--- src/rtl/int_gen_burst_if.sv ---
// Control/status bundle between the parameter/UI logic (master) and the
// interrupter generator (slave).
interface int_gen_burst_if #(
  parameter int PAR_W = 8
) ();
  logic             en;
  logic [1:0]       mode;
  logic [PAR_W-1:0] freq_par;
  logic [PAR_W-1:0] pw_par;
  logic [PAR_W-1:0] burst_len;
  logic [PAR_W-1:0] burst_gap;
  logic             trig;
  logic             out;
  logic             busy;
  logic             period_strobe;

  modport master (
    output en, mode, freq_par, pw_par, burst_len, burst_gap, trig,
    input  out, busy, period_strobe
  );

  modport slave (
    input  en, mode, freq_par, pw_par, burst_len, burst_gap, trig,
    output out, busy, period_strobe
  );
endinterface

--- src/rtl/int_gen_burst.sv ---
// DRSSTC interrupter generator: continuous, burst and one-shot gate timing.
// Optional hard duty ceiling enabled with macro MAX_DUTY_EN.
module int_gen_burst #(
  parameter int PAR_W       = 8,
  parameter int PER_BASE_SH = 19,
  parameter int PER_STEP_SH = 14,
  parameter int PW_SH       = 9,
  parameter int DUTY_SH     = 3
) (
  input  logic           clk,
  input  logic           rst_n,
  int_gen_burst_if.slave bus
);

  localparam longint MAX_PER = (longint'(1) << PER_BASE_SH)
                             + (((longint'(1) << PAR_W) - longint'(1)) << PER_STEP_SH);
  localparam int CNT_W = $clog2(MAX_PER + longint'(1));
  localparam int PW_W  = PAR_W + PW_SH;
  localparam int CW    = (CNT_W > PW_W) ? CNT_W : PW_W;

`ifdef MAX_DUTY_EN
  localparam bit DUTY_EN = 1'b1;
`else
  localparam bit DUTY_EN = 1'b0;
`endif

  localparam logic [1:0] MODE_BURST   = 2'd1;
  localparam logic [1:0] MODE_ONESHOT = 2'd2;

  typedef enum logic [1:0] {
    ST_IDLE = 2'd0,
    ST_RUN  = 2'd1,
    ST_GAP  = 2'd2
  } state_t;

  function automatic logic [CW-1:0] min_cw(input logic [CW-1:0] a, input logic [CW-1:0] b);
    return (a < b) ? a : b;
  endfunction

  state_t           state_r, state_s;
  logic [CNT_W-1:0] elapsed_r, elapsed_s;
  logic [PAR_W-1:0] gap_cnt_r, gap_cnt_s;
  logic [PAR_W-1:0] pulse_cnt_r, pulse_cnt_s;
  logic [1:0]       mode_r;
  logic [CNT_W-1:0] per_r;
  logic [CNT_W-1:0] pw_r;
  logic [PAR_W-1:0] blen_r;
  logic [PAR_W-1:0] bgap_r;
  logic             out_r, busy_r, strobe_r;

  logic [CNT_W-1:0] per_s;
  logic [CW-1:0]    per_m1_s, pw_raw_s, duty_cap_s, pw_cap_s;
  logic [CNT_W-1:0] pw_eff_s;
  logic [PAR_W-1:0] blen_eff_s;
  logic [PAR_W-1:0] cnt_inc_s;
  logic [CNT_W-1:0] pw_nx_s;
  logic             last_s, start_s, out_s, busy_s;

  // period/pulse arithmetic from the live parameters, sampled only at period start
  always_comb begin
    per_s      = CNT_W'(longint'(1) << PER_BASE_SH) + (CNT_W'(bus.freq_par) << PER_STEP_SH);
    per_m1_s   = CW'(per_s) - CW'(1);
    pw_raw_s   = CW'(bus.pw_par) << PW_SH;
    duty_cap_s = CW'(per_s) >> DUTY_SH;
    if (DUTY_EN) begin
      pw_cap_s = min_cw(per_m1_s, duty_cap_s);
    end else begin
      pw_cap_s = per_m1_s;
    end
    pw_eff_s   = CNT_W'(min_cw(pw_raw_s, pw_cap_s));
    blen_eff_s = (bus.burst_len == {PAR_W{1'b0}}) ? PAR_W'(1) : bus.burst_len;
  end

  assign last_s    = (elapsed_r == (per_r - CNT_W'(1)));
  assign cnt_inc_s = pulse_cnt_r + PAR_W'(1);

  // next-state, counter and period-start decode
  always_comb begin
    state_s     = state_r;
    elapsed_s   = elapsed_r;
    gap_cnt_s   = gap_cnt_r;
    pulse_cnt_s = pulse_cnt_r;
    start_s     = 1'b0;
    case (state_r)
      ST_IDLE: begin
        if (bus.en && ((bus.mode != MODE_ONESHOT) || bus.trig)) begin
          start_s     = 1'b1;
          state_s     = ST_RUN;
          elapsed_s   = {CNT_W{1'b0}};
          gap_cnt_s   = {PAR_W{1'b0}};
          pulse_cnt_s = {PAR_W{1'b0}};
        end else begin
          state_s = ST_IDLE;
        end
      end
      ST_RUN: begin
        if (!bus.en) begin
          state_s     = ST_IDLE;
          elapsed_s   = {CNT_W{1'b0}};
          gap_cnt_s   = {PAR_W{1'b0}};
          pulse_cnt_s = {PAR_W{1'b0}};
        end else if (last_s) begin
          case (mode_r)
            MODE_BURST: begin
              if (cnt_inc_s < blen_r) begin
                start_s     = 1'b1;
                elapsed_s   = {CNT_W{1'b0}};
                pulse_cnt_s = cnt_inc_s;
              end else if (bgap_r != {PAR_W{1'b0}}) begin
                state_s     = ST_GAP;
                elapsed_s   = {CNT_W{1'b0}};
                gap_cnt_s   = {PAR_W{1'b0}};
                pulse_cnt_s = {PAR_W{1'b0}};
              end else begin
                start_s     = 1'b1;
                elapsed_s   = {CNT_W{1'b0}};
                pulse_cnt_s = {PAR_W{1'b0}};
              end
            end
            MODE_ONESHOT: begin
              state_s   = ST_IDLE;
              elapsed_s = {CNT_W{1'b0}};
            end
            default: begin
              start_s   = 1'b1;
              elapsed_s = {CNT_W{1'b0}};
            end
          endcase
        end else begin
          elapsed_s = elapsed_r + CNT_W'(1);
        end
      end
      ST_GAP: begin
        if (!bus.en) begin
          state_s     = ST_IDLE;
          elapsed_s   = {CNT_W{1'b0}};
          gap_cnt_s   = {PAR_W{1'b0}};
          pulse_cnt_s = {PAR_W{1'b0}};
        end else if (last_s) begin
          if (gap_cnt_r == (bgap_r - PAR_W'(1))) begin
            start_s     = 1'b1;
            state_s     = ST_RUN;
            elapsed_s   = {CNT_W{1'b0}};
            gap_cnt_s   = {PAR_W{1'b0}};
            pulse_cnt_s = {PAR_W{1'b0}};
          end else begin
            gap_cnt_s = gap_cnt_r + PAR_W'(1);
            elapsed_s = {CNT_W{1'b0}};
          end
        end else begin
          elapsed_s = elapsed_r + CNT_W'(1);
        end
      end
      default: begin
        state_s     = ST_IDLE;
        elapsed_s   = {CNT_W{1'b0}};
        gap_cnt_s   = {PAR_W{1'b0}};
        pulse_cnt_s = {PAR_W{1'b0}};
      end
    endcase

    // outputs are decoded from the next state so they register in step with it
    pw_nx_s = start_s ? pw_eff_s : pw_r;
    out_s   = (state_s == ST_RUN) && (elapsed_s < pw_nx_s);
    busy_s  = (state_s != ST_IDLE);
  end

  // state, counters, parameter latches and registered outputs
  always_ff @(posedge clk or negedge rst_n) begin
    if (!rst_n) begin
      state_r     <= ST_IDLE;
      elapsed_r   <= {CNT_W{1'b0}};
      gap_cnt_r   <= {PAR_W{1'b0}};
      pulse_cnt_r <= {PAR_W{1'b0}};
      mode_r      <= 2'd0;
      per_r       <= {CNT_W{1'b0}};
      pw_r        <= {CNT_W{1'b0}};
      blen_r      <= {PAR_W{1'b0}};
      bgap_r      <= {PAR_W{1'b0}};
      out_r       <= 1'b0;
      busy_r      <= 1'b0;
      strobe_r    <= 1'b0;
    end else begin
      state_r     <= state_s;
      elapsed_r   <= elapsed_s;
      gap_cnt_r   <= gap_cnt_s;
      pulse_cnt_r <= pulse_cnt_s;
      out_r       <= out_s;
      busy_r      <= busy_s;
      strobe_r    <= start_s;
      if (start_s) begin
        mode_r <= bus.mode;
        per_r  <= per_s;
        pw_r   <= pw_eff_s;
        blen_r <= blen_eff_s;
        bgap_r <= bus.burst_gap;
      end
    end
  end

  assign bus.out           = out_r;
  assign bus.busy          = busy_r;
  assign bus.period_strobe = strobe_r;

endmodule

--- src/flat_wrapper.sv ---
// flat-port wrapper written by rule: the top's interface ports become plain ports
module int_gen_burst_flat 
#(
  parameter int PAR_W       = 8,
  parameter int PER_BASE_SH = 19,
  parameter int PER_STEP_SH = 14,
  parameter int PW_SH       = 9,
  parameter int DUTY_SH     = 3
)
  (clk, rst_n, bus_en, bus_mode, bus_freq_par, bus_pw_par, bus_burst_len, bus_burst_gap, bus_trig, bus_out, bus_busy, bus_period_strobe);
  int_gen_burst_if #(.PAR_W(PAR_W)) bus_i ();
  input  logic clk;
  input  logic rst_n;
  input wire logic [$bits(bus_i.en)-1:0] bus_en;
  input wire logic [$bits(bus_i.mode)-1:0] bus_mode;
  input wire logic [$bits(bus_i.freq_par)-1:0] bus_freq_par;
  input wire logic [$bits(bus_i.pw_par)-1:0] bus_pw_par;
  input wire logic [$bits(bus_i.burst_len)-1:0] bus_burst_len;
  input wire logic [$bits(bus_i.burst_gap)-1:0] bus_burst_gap;
  input wire logic [$bits(bus_i.trig)-1:0] bus_trig;
  output wire logic [$bits(bus_i.out)-1:0] bus_out;
  output wire logic [$bits(bus_i.busy)-1:0] bus_busy;
  output wire logic [$bits(bus_i.period_strobe)-1:0] bus_period_strobe;
  assign bus_i.en = bus_en;
  assign bus_i.mode = bus_mode;
  assign bus_i.freq_par = bus_freq_par;
  assign bus_i.pw_par = bus_pw_par;
  assign bus_i.burst_len = bus_burst_len;
  assign bus_i.burst_gap = bus_burst_gap;
  assign bus_i.trig = bus_trig;
  assign bus_out = bus_i.out;
  assign bus_busy = bus_i.busy;
  assign bus_period_strobe = bus_i.period_strobe;
  int_gen_burst #(.PAR_W(PAR_W), .PER_BASE_SH(PER_BASE_SH), .PER_STEP_SH(PER_STEP_SH), .PW_SH(PW_SH), .DUTY_SH(DUTY_SH)) u_core (.clk(clk), .rst_n(rst_n), .bus(bus_i));
endmodule
--- config.mk ---
export PLATFORM = sky130hd
export DESIGN_NAME = int_gen_burst_flat
export DESIGN_NICKNAME = d
export VERILOG_FILES = /design/src/rtl/int_gen_burst_if.sv /design/src/rtl/int_gen_burst.sv /design/src/flat_wrapper.sv
export SDC_FILE = /design/constraint.sdc
export NUM_CORES = 1
export LEC_CHECK = 0
export BUFFER_PORTS_ARGS = -buffer_cell sky130_fd_sc_hd__clkbuf_2
export CAP_MARGIN = 20
export CORE_ASPECT_RATIO = 0.7
export CORE_MARGIN = 10
export CORE_UTILIZATION = 53
export CTS_CLUSTER_SIZE = 40
export DETAILED_ROUTE_END_ITERATION = 10
export PLACE_DENSITY = 0.72
export SLEW_MARGIN = 25
export SYNTH_ARGS = -nofsm -noshare
export SYNTH_HDL_FRONTEND = slang
export SYNTH_SLANG_ARGS = --single-unit
--- constraint.sdc ---
create_clock -name clk -period 12.5 [get_ports clk]
set_input_delay 2.5 -clock clk [delete_from_list [all_inputs] [get_ports clk]]
set_output_delay 2.5 -clock clk [all_outputs]
set_load 0.02 [all_outputs]
==> results of run 1 <==
==> cells in the mapped netlist, types with 3 or more instances <==
master     instances
and3_1            15
nor4_1             4
and2_0             3
mux2i_1            5
a2111oi_0          3
nand2b_1          10
nand3b_1           6
or2_2              6
ha_1              45
nand4b_1           4
nor3_1             9
dfrtp_1           94
nand3_1           20
nor2b_1            6
nor2_1            57
nand2_1           99
xor2_1            16
buf_2              3
clkbuf_1          23
buf_6              3
inv_1             38
o31ai_1           10
and2_1             4
o211ai_1           6
xnor2_1           16
o21ai_0           52
a31oi_1            4
a21o_1            18
a21oi_1           36
a21boi_0           8
a22oi_1            9
or3_1             10
nand4_1           15
==> worst min-delay path, cell delays in order (launching register included) <==
cell and delay (ns):
dfrtp_1 0.34, nand2_1 0.05, nand2_1 0.05
==> cell families after synthesis <==
family	Yosys count
AOI/OAI and AO/OA	172
xor gates and xnor gates	32
muxes	6
DFF	94
buffers and inverters	70
and+or+nand+nor	277
adders and majority gates	45
==> power by group through the flow <==
stage | combinational, mW | clock [mW] | sequential (mW)
final | 0.239 | 0.279 | 0.385
after floorplan | 0.188 | 0 | 0.379
after detailed placement | 0.237 | 0 | 0.390
after global routing | 0.271 | 0.298 | 0.392
after CTS | 0.239 | 0.285 | 0.385
after global placement | 0.228 | 0 | 0.388
==> cell type report <==
type | instances | share of cell area (%)
Inverter | 39 | 2.23
Timing Repair Buffer | 45 | 3.63
Clock inverter | 6 | 0.926
Tap cell | 153 | 2.89
Multi-Input combinational cell | 532 | 51.2
Sequential cell | 94 | 35.5
Clock buffer | 10 | 3.61
==> metal layers <==
metal  vias up  track usage, %  share of wire [%]
li1       2505               -                  -
met2       133            27.2                 43
met3        20            5.30                6.2
met1      2413            24.5                 49
met5         -               0                  0
met4         0            5.43                1.5
==> per-stage QoR <==
stage	utilization [%]	instance area (um^2)	setup slack, ns	total power [mW]	cells
after floorplan	-	6050	6.73	0.567	696
after global placement	57.0	6320	5.58	0.616	863
after detailed placement	57.0	6320	5.40	0.627	863
after CTS	59.7	6620	5.76	0.909	879
after global routing	59.7	6620	5.25	0.961	879
final	59.7	6620	5.69	0.902	879
==> state kept, by name, summed over array words and instances, names as in the netlist <==
| name | cells |
|---|---|
| u_core.bgap_r | 8 |
| u_core.bus.period_strobe | 1 |
| u_core.elapsed_r | 23 |
| u_core.bus.out | 1 |
| u_core.bus.busy | 1 |
| u_core.pw_r | 23 |
| u_core.blen_r | 8 |
| u_core.mode_r | 2 |
| u_core.gap_cnt_r | 8 |
| u_core.state_r | 2 |
| u_core.pulse_cnt_r | 8 |
| u_core.per_r | 9 |
==> worst paths after layout <==
| check | start | to | slack (ns) | cells past startpoint |
|---|---|---|---|---|
| min in group asynchronous | rst_n | u_core.gap_cnt_r[0] | 2.13 | 1 |
| setup / recovery | bus_mode[1] | u_core.bus.out | 5.69 | 19 |
| hold reg to reg | u_core.pw_r[1] | u_core.pw_r[1] | 0.47 | 2 |
| max in group asynchronous | rst_n | u_core.elapsed_r[4] | 9.28 | 2 |
| setup reg to reg | u_core.pulse_cnt_r[0] | u_core.bus.out | 6.01 | 23 |
| hold / removal | u_core.pw_r[1] | u_core.pw_r[1] | 0.47 | 2 |
==> results.sh, run 1 <==
export IMPL_status="finished, final reports clean"
export IMPL_crit_chain="clkbuf_2, inv_1, o31ai_1, inv_1, a221oi_1, or3_1, buf_4, clkinv_2, nand2_4, a21boi_0, ha_1, a21o_1, a21o_1, a21o_1, a211oi_1, o311a_1, o21ai_0, o211ai_1, and4_1"
export IMPL_cp_slowest_cell="clkinv_2"
export IMPL_ys_ff_latch=94
export IMPL_synth_yosys_seq_area_share_pct=38.9
export IMPL_routed_via_density=5.77
export IMPL_cts_root_buffer="clkbuf_16"
export IMPL_drive_gt1_share_pct=10.7
export IMPL_swShare_pct=33.5
export IMPL_rsz0062_at_grt="no"
export IMPL_mostFrequentLayoutCells="nand2_1, dfrtp_1, nor2_1"
export IMPL_syn_avg_cell_area_um2=8.69
export IMPL_max_cap_viol_count=0
export IMPL_finalCriticalPeriod_ns=6.81
export IMPL_critPathRequiredTime_ns=12.79
export IMPL_synth_compound_area_share_pct=18.6
export IMPL_worst_pin_slew_ns=0.966
export IMPL_portBuffers=40
export IMPL_critical_path_endpoint_type="register"
export IMPL_synth_top_area_cell="dfrtp_1"
export IMPL_finalWirelength_um=14300
export IMPL_ctsHtreeMaxLevel=3
export IMPL_boundaryPins=41
export IMPL_synth_top_family_by_area="simple AND/OR/NAND/NOR gates"
export IMPL_multi_input_area_mm2=0.00339
export IMPL_netlist_top_cells_area="dfrtp_1, ha_1, nand2_1, o21ai_0, nor2_1"
export IMPL_crit_top_cell="a21o_1"
export IMPL_n_fill_cell=978
export IMPL_wl_per_cell_um=16.2
export IMPL_grt_ovfl_total=0
export IMPL_cts_hold_buffers=0
export IMPL_fp_dieH_um=109
export IMPL_grt_max_degree=57
export IMPL_p_per_area_mw_per_mm2=136
export IMPL_setup_tns_final_ns=0
export IMPL_clk_latency_ns=0.35
export IMPL_whs_ns=0.473
export IMPL_area_growth_pct=9.52
export IMPL_synth_cell_types=61
export IMPL_grt_pass1_wl_um=23800
export IMPL_start_util_pct=54.5
export IMPL_p_sw_uw=302
export IMPL_worstSetupStartpointType="input pin"
export IMPL_slew_headroom_pct=35.6
export IMPL_crit_arrival_ns=7.10
export IMPL_setup_violations=0
export IMPL_cpLargestDelayFamily="compound AO/OA/AOI/OAI gates"
export IMPL_synthXorXnorAreaFrac_pct=4.63
export IMPL_p_int_uw=600
export IMPL_gr_usage_all_layers_pct=18.0
export IMPL_vias=5071
export IMPL_clk_pin_slew_ns=0.07
export IMPL_leakage_nw=3.29
export IMPL_dp_hpwl_um=10500
export IMPL_synth_top_area_share_pct=38.9
export IMPL_cts_tree="yes"
export IMPL_max_stage_delay_ns=0.72
export IMPL_p_seq_share_pct=42.7
export IMPL_cts_setup_buffers=0
export IMPL_synthArstFlopShare_pct=100
export IMPL_max_freq_ghz=0.147
export IMPL_critPathMaxFanout=56
export IMPL_slew_viol_final=0
export IMPL_dieWidth_um=148
export IMPL_drtPass1Iterations=5
export IMPL_cts_sinks=94
export IMPL_core_area_mm2=0.0111
export IMPL_place_gp_congestion=0.916
export IMPL_final_common_cell="nand2_1"
export IMPL_hold_path_class="register to register"
export IMPL_ir_worst_vdd_uv=76.3
export IMPL_synth_simple_gate_area_share_pct=22.5
export IMPL_seqCellArea_mm2=0.00235
export IMPL_yosysWarnings=0
export IMPL_power_frac_clock_pct=30.9
export IMPL_antennaDiodeCount=0
export IMPL_cts_buffer_depth=2
export IMPL_synthAdderAreaFrac_pct=9.31
export IMPL_cts_resized=0
export IMPL_row_count=32
export IMPL_syn_num_nets=779
export IMPL_drt_iter0_markers=417
export IMPL_period_share_pct=54.5
export IMPL_die_area_mm2=0.0162
export IMPL_grt_pass1_vias=4948
export IMPL_critical_path_n_buffers_inverters=5
export IMPL_synth_top_flop_cell="dfrtp_1"
export IMPL_clock_skew_final_ns=0.00772
export IMPL_ant_nets=0
export IMPL_finalHoldViolCount=0
export IMPL_final_nets=804
export IMPL_grt_antenna_before_repair=0
export IMPL_critical_path_class="input pin to register"
export IMPL_netlist_area_mm2=0.00605
export IMPL_postSynthCellCount=696
export IMPL_cts_made_buffers=9
export IMPL_power_frac_comb_pct=26.5
export IMPL_synth_enable_flop_cells=0
export IMPL_drc=0
export IMPL_synthMuxAreaShare_pct=1.01
(Power assumes the default switching activity.)
==> run 2: changes to the inputs <==
clock period = 6.3 ns   (was 12.5 ns; I/O delays follow)
==> results.sh, run 2 (same netlist as run 1, synthesis figures left out) <==
export IMPL_antennaDiodeCount=0
export IMPL_boundaryPins=41
export IMPL_critical_path_class="register to register"
export IMPL_finalWirelength_um=14700
export IMPL_ctsHtreeMaxLevel=3
export IMPL_drtPass1Iterations=5
export IMPL_clk_latency_ns=0.35
export IMPL_globalRouteMet2Util_pct=29.7
export IMPL_drt_iter0_markers=560
export IMPL_grt_pass1_wl_um=25000
export IMPL_max_freq_ghz=0.186
export IMPL_gr_usage_all_layers_pct=18.9
export IMPL_final_util_pct=59.6
export IMPL_whs_ns=0.472
export IMPL_routed_via_density=5.82
export IMPL_fp_dieH_um=109
export IMPL_core_area_mm2=0.0111
export IMPL_portBuffers=40
export IMPL_final_nets=806
export IMPL_cts_hold_buffers=0
export IMPL_final_area_mm2=0.00661
export IMPL_cts_buffer_depth=2
export IMPL_hold_path_class="register to register"
export IMPL_start_util_pct=54.5
export IMPL_reg_top3="u_core.elapsed_r x23, u_core.pw_r x23, u_core.per_r x9"
export IMPL_area_growth_pct=9.35
export IMPL_clk_pin_slew_ns=0.06
export IMPL_mostFrequentLayoutCells="nand2_1, dfrtp_1, nor2_1"
export IMPL_grt_pass1_vias=5030
export IMPL_slew_headroom_pct=34.6
export IMPL_finalCriticalPeriod_ns=5.37
export IMPL_power_mw=1.76
export IMPL_rsz0062_at_grt="no"
export IMPL_status="finished, final reports clean"
export IMPL_dp_hpwl_um=10700
export IMPL_ir_worst_vdd_uv=163
export IMPL_clock_skew_final_ns=0.00733
export IMPL_ant_nets=0
export IMPL_die_area_mm2=0.0162
export IMPL_finalHoldViolCount=0
export IMPL_dieWidth_um=148
export IMPL_cts_tree="yes"
export IMPL_grt_ovfl_total=0
export IMPL_worst_pin_slew_ns=0.956
export IMPL_multi_input_area_mm2=0.00339
export IMPL_cts_sinks=94
export IMPL_cts_made_buffers=9
export IMPL_cts_root_buffer="clkbuf_16"
export IMPL_grt_busiest_layer="met2"
export IMPL_n_fill_cell=997
export IMPL_place_gp_congestion=0.920
export IMPL_seqCellArea_mm2=0.00235
export IMPL_wl_per_cell_um=16.7
export IMPL_max_cap_viol_count=0
export IMPL_grt_util_met3_pct=4.19
export IMPL_grtUsageMet1_pct=25.8
export IMPL_setup_violations=0
export IMPL_row_count=32
export IMPL_worstSetupStartpointType="register"
export IMPL_setup_tns_final_ns=0
export IMPL_drive_gt1_share_pct=10.7
export IMPL_cts_resized=0
export IMPL_grt_antenna_before_repair=0
export IMPL_grt_max_degree=56
export IMPL_place_area_mm2=0.00634
export IMPL_crit_arrival_ns=5.66
export IMPL_period_share_pct=85.3
export IMPL_critPathMaxFanout=41
export IMPL_drc=0
export IMPL_final_common_cell="nand2_1"
export IMPL_p_per_area_mw_per_mm2=267
export IMPL_cts_setup_buffers=0
export IMPL_critical_path_endpoint_type="register"
export IMPL_vias=5123
export IMPL_critPathRequiredTime_ns=6.58
export IMPL_slew_viol_final=0
export IMPL_leakage_nw=3.28
## run 2: path summary, 6_finish.rpt
path | start | to | slack, ns | cells after the start
setup / recovery | u_core.pulse_cnt_r[0] | u_core.bus.out | 0.93 | 21
hold / removal | u_core.pw_r[18] | u_core.pw_r[18] | 0.47 | 2
setup reg to reg | u_core.pulse_cnt_r[0] | u_core.bus.out | 0.93 | 21
hold reg to reg | u_core.pw_r[18] | u_core.pw_r[18] | 0.47 | 2
max in group asynchronous | rst_n | u_core.elapsed_r[22] | 4.32 | 2
min in group asynchronous | rst_n | u_core.gap_cnt_r[5] | 0.92 | 1
## run 2: metrics by stage
stage | setup WS, ns | std cells
after floorplan | 1.46 | 696
after global placement | 1.21 | 865
after detailed placement | 0.995 | 865
after CTS | 0.977 | 880
after global routing | 0.625 | 880
final | 0.925 | 880
## run 2: cell type report
cell class	count	share of cell area, %
Clock inverter	3	0.303
Multi-Input combinational cell	532	51.3
Timing Repair Buffer	47	3.86
Clock buffer	12	3.88
Tap cell	153	2.89
Inverter	39	2.23
Sequential cell	94	35.6
## run 2: critical path, cell delays in order (launching register included)
cell and delay (ns):
dfrtp_1 0.44, and3_1 0.22, and3_1 0.19, and3_1 0.19
xor2_1 0.15, ha_1 0.30, nand4_1 0.10, o311a_1 0.45
or3_1 0.40, a221oi_1 0.35, or3_1 0.21, buf_4 0.38
a21boi_0 0.18, ha_1 0.32, a21o_1 0.17, a21o_1 0.18
a21o_1 0.19, a211oi_1 0.30, o311a_1 0.21, o21ai_0 0.07
o211ai_1 0.11, and4_1 0.20
## run 2: routing by layer
layer  wire [um]  up-vias  share of wire (%)
li1            -     2500                  -
met1        7030     2431                 48
met2        6520      167                 44
met3         934       25                6.4
met4         176        0                1.2
met5           0        -                  0
## run 2: power breakdown
part / switching (mW) / total, mW / internal (mW)
Combinational: 0.295 / 0.484 / 0.189
Sequential: 0.0781 / 0.766 / 0.688
Clock: 0.228 / 0.514 / 0.286
